[src/rtl/imm_decode_stage.sv]
// Registered RV32/RV64 immediate decoder with a valid/ready handshake and a one-entry skid buffer.
// Produces the immediate, its format code, the PC and the PC-relative target for each instruction.
module imm_decode_stage #(
   parameter int unsigned XLEN  = 32,
   parameter int unsigned CNT_W = 16
) (
   input  logic             clk,
   input  logic             rst,
   input  logic             flush,
   input  logic             in_valid,
   output logic             in_ready,
   input  logic [31:0]      in_inst,
   input  logic [XLEN-1:0]  in_pc,
   output logic             out_valid,
   input  logic             out_ready,
   output logic [XLEN-1:0]  out_imm,
   output logic [2:0]       out_fmt,
   output logic [XLEN-1:0]  out_pc,
   output logic [XLEN-1:0]  out_target,
   output logic [CNT_W-1:0] dbg_br_cnt
);

   localparam logic [2:0] FMT_NONE = 3'd0;
   localparam logic [2:0] FMT_I    = 3'd1;
   localparam logic [2:0] FMT_S    = 3'd2;
   localparam logic [2:0] FMT_B    = 3'd3;
   localparam logic [2:0] FMT_U    = 3'd4;
   localparam logic [2:0] FMT_J    = 3'd5;
   localparam logic [2:0] FMT_Z    = 3'd6;
   localparam logic [2:0] FMT_SH   = 3'd7;

   localparam logic [6:0] OP_LOAD   = 7'b0000011;
   localparam logic [6:0] OP_IMM    = 7'b0010011;
   localparam logic [6:0] OP_IMM32  = 7'b0011011;
   localparam logic [6:0] OP_AUIPC  = 7'b0010111;
   localparam logic [6:0] OP_STORE  = 7'b0100011;
   localparam logic [6:0] OP_LUI    = 7'b0110111;
   localparam logic [6:0] OP_BRANCH = 7'b1100011;
   localparam logic [6:0] OP_JALR   = 7'b1100111;
   localparam logic [6:0] OP_JAL    = 7'b1101111;
   localparam logic [6:0] OP_SYSTEM = 7'b1110011;

   typedef struct packed {
      logic [XLEN-1:0] imm;
      logic [2:0]      fmt;
      logic [XLEN-1:0] pc;
      logic [XLEN-1:0] tgt;
   } entry_t;

   logic [6:0]      opc;
   logic [2:0]      funct3;
   logic [5:0]      shamt;
   logic [5:0]      shamt_w;
   logic [XLEN-1:0] dec_imm;
   logic [2:0]      dec_fmt;
   logic            pc_rel;
   entry_t          dec;
   entry_t          m_q;
   entry_t          s_q;
   logic            m_valid;
   logic            s_valid;
   logic            accept;

   assign opc     = in_inst[6:0];
   assign funct3  = in_inst[14:12];
   assign shamt   = (XLEN == 64) ? in_inst[25:20] : {1'b0, in_inst[24:20]};
   assign shamt_w = {1'b0, in_inst[24:20]};

   // Immediate extraction and format classification
   always_comb begin
      dec_imm = '0;
      dec_fmt = FMT_NONE;
      pc_rel  = 1'b0;
      case (opc)
         OP_LOAD, OP_JALR: begin
            dec_fmt = FMT_I;
            dec_imm = XLEN'($signed(in_inst[31:20]));
         end
         OP_IMM: begin
            if (funct3 == 3'b001 || funct3 == 3'b101) begin
               dec_fmt = FMT_SH;
               dec_imm = XLEN'(shamt);
            end else begin
               dec_fmt = FMT_I;
               dec_imm = XLEN'($signed(in_inst[31:20]));
            end
         end
         OP_IMM32: begin
            if (XLEN == 64) begin
               if (funct3 == 3'b001 || funct3 == 3'b101) begin
                  dec_fmt = FMT_SH;
                  dec_imm = XLEN'(shamt_w);
               end else begin
                  dec_fmt = FMT_I;
                  dec_imm = XLEN'($signed(in_inst[31:20]));
               end
            end
         end
         OP_STORE: begin
            dec_fmt = FMT_S;
            dec_imm = XLEN'($signed({in_inst[31:25], in_inst[11:7]}));
         end
         OP_BRANCH: begin
            dec_fmt = FMT_B;
            dec_imm = XLEN'($signed({in_inst[31], in_inst[7], in_inst[30:25], in_inst[11:8], 1'b0}));
            pc_rel  = 1'b1;
         end
         OP_LUI, OP_AUIPC: begin
            dec_fmt = FMT_U;
            dec_imm = XLEN'($signed({in_inst[31:12], 12'b0}));
            pc_rel  = (opc == OP_AUIPC);
         end
         OP_JAL: begin
            dec_fmt = FMT_J;
            dec_imm = XLEN'($signed({in_inst[31], in_inst[19:12], in_inst[20], in_inst[30:21], 1'b0}));
            pc_rel  = 1'b1;
         end
         OP_SYSTEM: begin
            if (funct3[2]) begin
               dec_fmt = FMT_Z;
               dec_imm = XLEN'(in_inst[19:15]);
            end
         end
         default: ;
      endcase
   end

   assign dec = '{imm: dec_imm, fmt: dec_fmt, pc: in_pc,
                  tgt: pc_rel ? in_pc + dec_imm : '0};

   assign in_ready = !s_valid && !rst;
   assign accept   = in_valid && in_ready;

   // M feeds the outputs; S catches the one input accepted while M is stalled
   always_ff @(posedge clk) begin
      if (rst) begin
         m_valid    <= 1'b0;
         s_valid    <= 1'b0;
         m_q        <= '0;
         s_q        <= '0;
         dbg_br_cnt <= '0;
      end else begin
         if (m_valid && out_ready && m_q.fmt == FMT_B)
            dbg_br_cnt <= dbg_br_cnt + CNT_W'(1);
         if (flush) begin
            m_valid <= 1'b0;
            s_valid <= 1'b0;
         end else if (!m_valid || out_ready) begin
            if (s_valid) begin
               m_q     <= s_q;
               m_valid <= 1'b1;
               s_valid <= 1'b0;
            end else begin
               m_valid <= accept;
               if (accept)
                  m_q <= dec;
            end
         end else if (accept) begin
            s_q     <= dec;
            s_valid <= 1'b1;
         end
      end
   end

   assign out_valid  = m_valid;
   assign out_imm    = m_q.imm;
   assign out_fmt    = m_q.fmt;
   assign out_pc     = m_q.pc;
   assign out_target = m_q.tgt;

endmodule

[config.mk]
export PLATFORM = sky130hd
export DESIGN_NAME = imm_decode_stage
export DESIGN_NICKNAME = d
export VERILOG_FILES = /design/src/rtl/imm_decode_stage.sv
export SDC_FILE = /design/constraint.sdc
export NUM_CORES = 1
export LEC_CHECK = 0
export BUFFER_PORTS_ARGS = -buffer_cell sky130_fd_sc_hd__clkbuf_2
export CAP_MARGIN = 20
export CORE_MARGIN = 3
export CORE_UTILIZATION = 57
export CTS_CLUSTER_DIAMETER = 100
export DETAILED_ROUTE_END_ITERATION = 10
export PLACE_DENSITY_LB_ADDON = 0.12
export SYNTH_ARGS = -nofsm -noshare
export SYNTH_HDL_FRONTEND = slang
export SYNTH_SLANG_ARGS = --single-unit
[constraint.sdc]
create_clock -name clk -period 4.4 [get_ports clk]
set_input_delay 0.88 -clock clk [delete_from_list [all_inputs] [get_ports clk]]
set_output_delay 0.88 -clock clk [all_outputs]
set_load 0.01 [all_outputs]
==> summary.md <==
| Metric | Value |
|---|---|
| Final Cycle Share | `0.949` |
| Core Area | `around 18000 um2` |
| Sequential element share of the synthesized area | `0.400` |
| Status | `complete, no violations` |
| Cell Area, Synth | `10800 um2` |
| LEAKAGE | `roughly 5.3 nW` |
| DRC violations left | `0` |
| Total of max-cap violations | `0` |
| DR vias | `between 10000 and 15000` |
| Post-synth EDFFs | `0` |
| Fin Setup TNS | `0 ns` |
| Syn. warnings | `0` |
| Final setup viols | `0` |
| Congestion Overflow GR | `0` |
| Layout Skew | `around 0.013 ns` |
| GRT Util Overall | `0.308` |
| Clock Pin Slew Worst Setup and Hold Paths | `roughly 0.070 ns` |
| Fill count | `approximately 1500` |
| Netlist cell types | `72` |
| Crit start category | `input port` |
| Hold Path Class | `reg -> reg` |
| Syn Nets | `between 1000 and 1500` |
| P&R area growth vs syn | `20.2%` |
| Slew Viols, Final | `0` |
| Layout cell share with drive strength beyond 1 | `0.202` |
| Number of top-level pins | `~190` |
| Hold Buf Count CTS | `0` |
| Hold_sp | `out_imm[19]` |
| Top cell type's share of synthesized area | `0.400` |
| Initial DRC Count | `between 900 and 1000` |
| # diodes | `0` |
| Fin cells | `about 1800` |
| Hold EP | `out_imm[19]` |
| Setup slack, reg-to-reg | `1.71 ns` |
| Fin Hold WS | `between 0.4 and 0.5 ns` |
| GPL Wtd Cong | `between 1 and 1.5` |
| Seq cells post-synth | `216` |
| Clock root buffer master | `clkbuf_16` |
| Drt total wl | `~33 mm` |
| Post-layout instance area | `roughly 13000 um2` |
| Top cell type by total area after synthesis | `dfxtp_1` |
| Unrepaired setup endpoints after global routing | `false` |
| First-pass GRT wire length | `between 50 and 60 mm` |
| Die area | `approximately 21000 um2` |
| Final Hold Viols | `0` |
| RR Endpoint | `out_target[27]` |
| DR pass1 iterations | `6` |
| Final HPWL from detailed placement | `about 23 mm` |
| Clock sinks | `approximately 220` |
| Slew HR | `0.359` |
| Clock latency on the worst-skew pair | `a little over 0.5 ns` |
| Die width | `approximately 140 um` |
| Top FF cell, synth | `dfxtp_1` |
| CP Max Fanout | `5` |
| Vert. Die Dim | `roughly 140 um` |
| Cell Pwr Density | `338 nW/um2` |
| Syn Area/Cell | `approximately 7.8 um2` |
| Vias per cell | `5.95` |
| Period minus WS final | `about 4.2 ns` |
| Mapped Cells | `between 1000 and 1500` |
| Worst EP arrival | `roughly 4.6 ns` |
| Drt wl/cell | `18.2 um` |
| Initial Utilization | `0.591` |
| Clk buf depth | `3` |
| TritonCTS buffer count | `23` |
| Largest net degree at the start of global routing | `90` |
| WP data required | `~4.8 ns` |
| WS Path Type | `in -> reg` |
| Reg-to-reg startpoint | `s_valid` |
| CTS tree | `yes` |
| Number of global-route vias before repair | `around 9800` |
| WHS Path Cells | `2` |
| Worst setup EP type | `register` |
| Worst VDD drop | `0.000368 V` |
| DP Area | `12200 um2` |
| Initial antenna violation count | `0` |
| Port bufs | `around 190` |
| H-tree depth | `1` |
| Top achievable clock speed | `0.240 GHz` |
| NumNets Final | `around 1700` |
| Reg2Reg Depth | `5` |
| Detail Route Antenna Nets | `0` |
| Asr flop ratio synth | `0` |
| Row count | `49` |
| Top post-synthesis cells by area | `dfxtp_1 (40%), nand2_1 (8.0%), a21oi_1 (7.3%), nor2_1 (5.1%), a211oi_1 (4.9%)` |
| Slew @ Worst Pin | `around 0.96 ns` |
| Post-placement cell count | `around 1800` |
[cells by family (layout without fill, tap and decap cells)]
logic type | after synthesis | count (layout) | synth area share
flip-flops | 216 | 216 | 0.400
multiplexers | 42 | 42 | 0.0389
XOR/XNOR | 34 | 34 | 0.0276
adder cells (fa/ha/maj) | 33 | 33 | 0.0389
buffers and inverters | 140 | 341 | 0.0509
AND/OR/NAND/NOR | 503 | 503 | 0.205
AO/OA/AOI/OAI | 410 | 410 | 0.239
[sequential cells by signal, summed over array words and instances (netlist names)]
name,flops
s_q,99
out_fmt,3
out_pc,32
out_valid,1
out_imm,32
out_target,32
s_valid,1
dbg_br_cnt,16
[what timing repair did]
| item | in CTS | in global routing |
|---|---|---|
| setup endpoints to repair | 0 | 3 |
| resized for setup | 0 | 1 |
| setup buffers | 0 | 0 |
[worst max-delay path by stage]
stage / from / depth (start not counted) / slack [ns] / endpoint
after CTS: in_inst[2] / 16 / 0.23 / out_target[22]
after global routing: in_inst[2] / 16 / 0.01 / out_target[22]
after global placement: in_inst[2] / 17 / -0.15 / out_target[20]
final: in_inst[2] / 16 / 0.22 / out_target[22]
after floorplan: in_inst[3] / 16 / 0.32 / out_target[26]
after detailed placement: in_inst[2] / 16 / -0.29 / out_target[22]
[worst max-delay path, cell delays in order]
cell and delay [ns]:
clkbuf_2 0.11, nand4bb_1 0.15, nor3_1 0.09, or2_2 0.33, a222oi_1 0.55, inv_1 0.18
fa_1 0.47, a211oi_2 0.27, nor3_2 0.09, o21ai_0 0.35, buf_4 0.19, o211ai_1 0.14
a31oi_1 0.26, xnor2_1 0.12, a221oi_1 0.29, nor2_1 0.09
[where the power goes]
group          internal (mW)  switching, mW  leakage (nW)  total [mW]
Combinational          0.162          0.274          3.22       0.436
Clock                   1.15          0.787         0.373        1.94
Sequential              1.99         0.0221          1.75        2.01
Total                   3.30           1.08          5.34        4.39
[cell usage in the layout (no fill, tap or decap), drive strengths merged, types with 11 or more instances in the layout]
| cell | n |
|---|---|
| nor3 | 20 |
| xor2 | 19 |
| o211ai | 18 |
| xnor2 | 15 |
| nand2 | 231 |
| o21ai | 77 |
| nor2b | 11 |
| ha | 32 |
| and3 | 12 |
| a211oi | 72 |
| dfxtp | 216 |
| mux2i | 42 |
| inv | 35 |
| clkbuf | 220 |
| a21oi | 159 |
| buf | 82 |
| nand3 | 25 |
| a21o | 16 |
| nor2 | 148 |
[metal layers]
metal,part of all wire,routed length (um),vias up,track usage
met5,0,0,-,0
met2,0.45,14900,466,0.490
li1,-,-,5221,-
met1,0.43,14100,4986,0.427
met3,0.082,2690,81,0.0532
met4,0.035,1160,0,0.103
[stage by stage]
stage | utilization | total power, mW | setup slack [ns]
global route | 0.711 | 4.53 | 0.0111
finish | 0.711 | 4.39 | 0.225
CTS | 0.711 | 4.40 | 0.235
detailed placement | 0.670 | 2.48 | -0.291
floorplan | - | 2.30 | 0.319
global placement | 0.670 | 2.48 | -0.153
[cells in the mapped netlist (4+ instances only)]
| master | number |
|---|---|
| a211oi_1 | 71 |
| xor2_1 | 19 |
| a222oi_1 | 4 |
| o21a_1 | 6 |
| o21ai_0 | 74 |
| o211ai_1 | 18 |
| dfxtp_1 | 216 |
| nand2b_1 | 7 |
| a21o_1 | 16 |
| nor2b_1 | 11 |
| a31oi_1 | 6 |
| a32o_1 | 4 |
| o2bb2ai_1 | 4 |
| inv_1 | 35 |
| a22oi_1 | 5 |
| nand3b_1 | 7 |
| nand3_1 | 25 |
| a21oi_1 | 158 |
| nand2_1 | 231 |
| nor3_1 | 18 |
| clkbuf_1 | 89 |
| ha_1 | 32 |
| and3_1 | 12 |
| or3_1 | 10 |
| nand4_1 | 8 |
| mux2i_1 | 42 |
| nor2_1 | 147 |
| and2_1 | 4 |
| clkbuf_2 | 4 |
| buf_2 | 7 |
| xnor2_1 | 15 |
| a221oi_1 | 5 |
[layout make-up]
type | count | area (um2) | share of cell area
inverters | 35 | 131 | 0.0101
clock inverters | 4 | 45.0 | 0.00347
multi-input cells | 1022 | 5940 | 0.457
repair buffers | 266 | 1550 | 0.120
clock buffers | 36 | 704 | 0.0542
flip-flops and latches | 216 | 4330 | 0.333
well taps | 229 | 287 | 0.0221
Note: power is estimated with default switching activity, not from simulation.
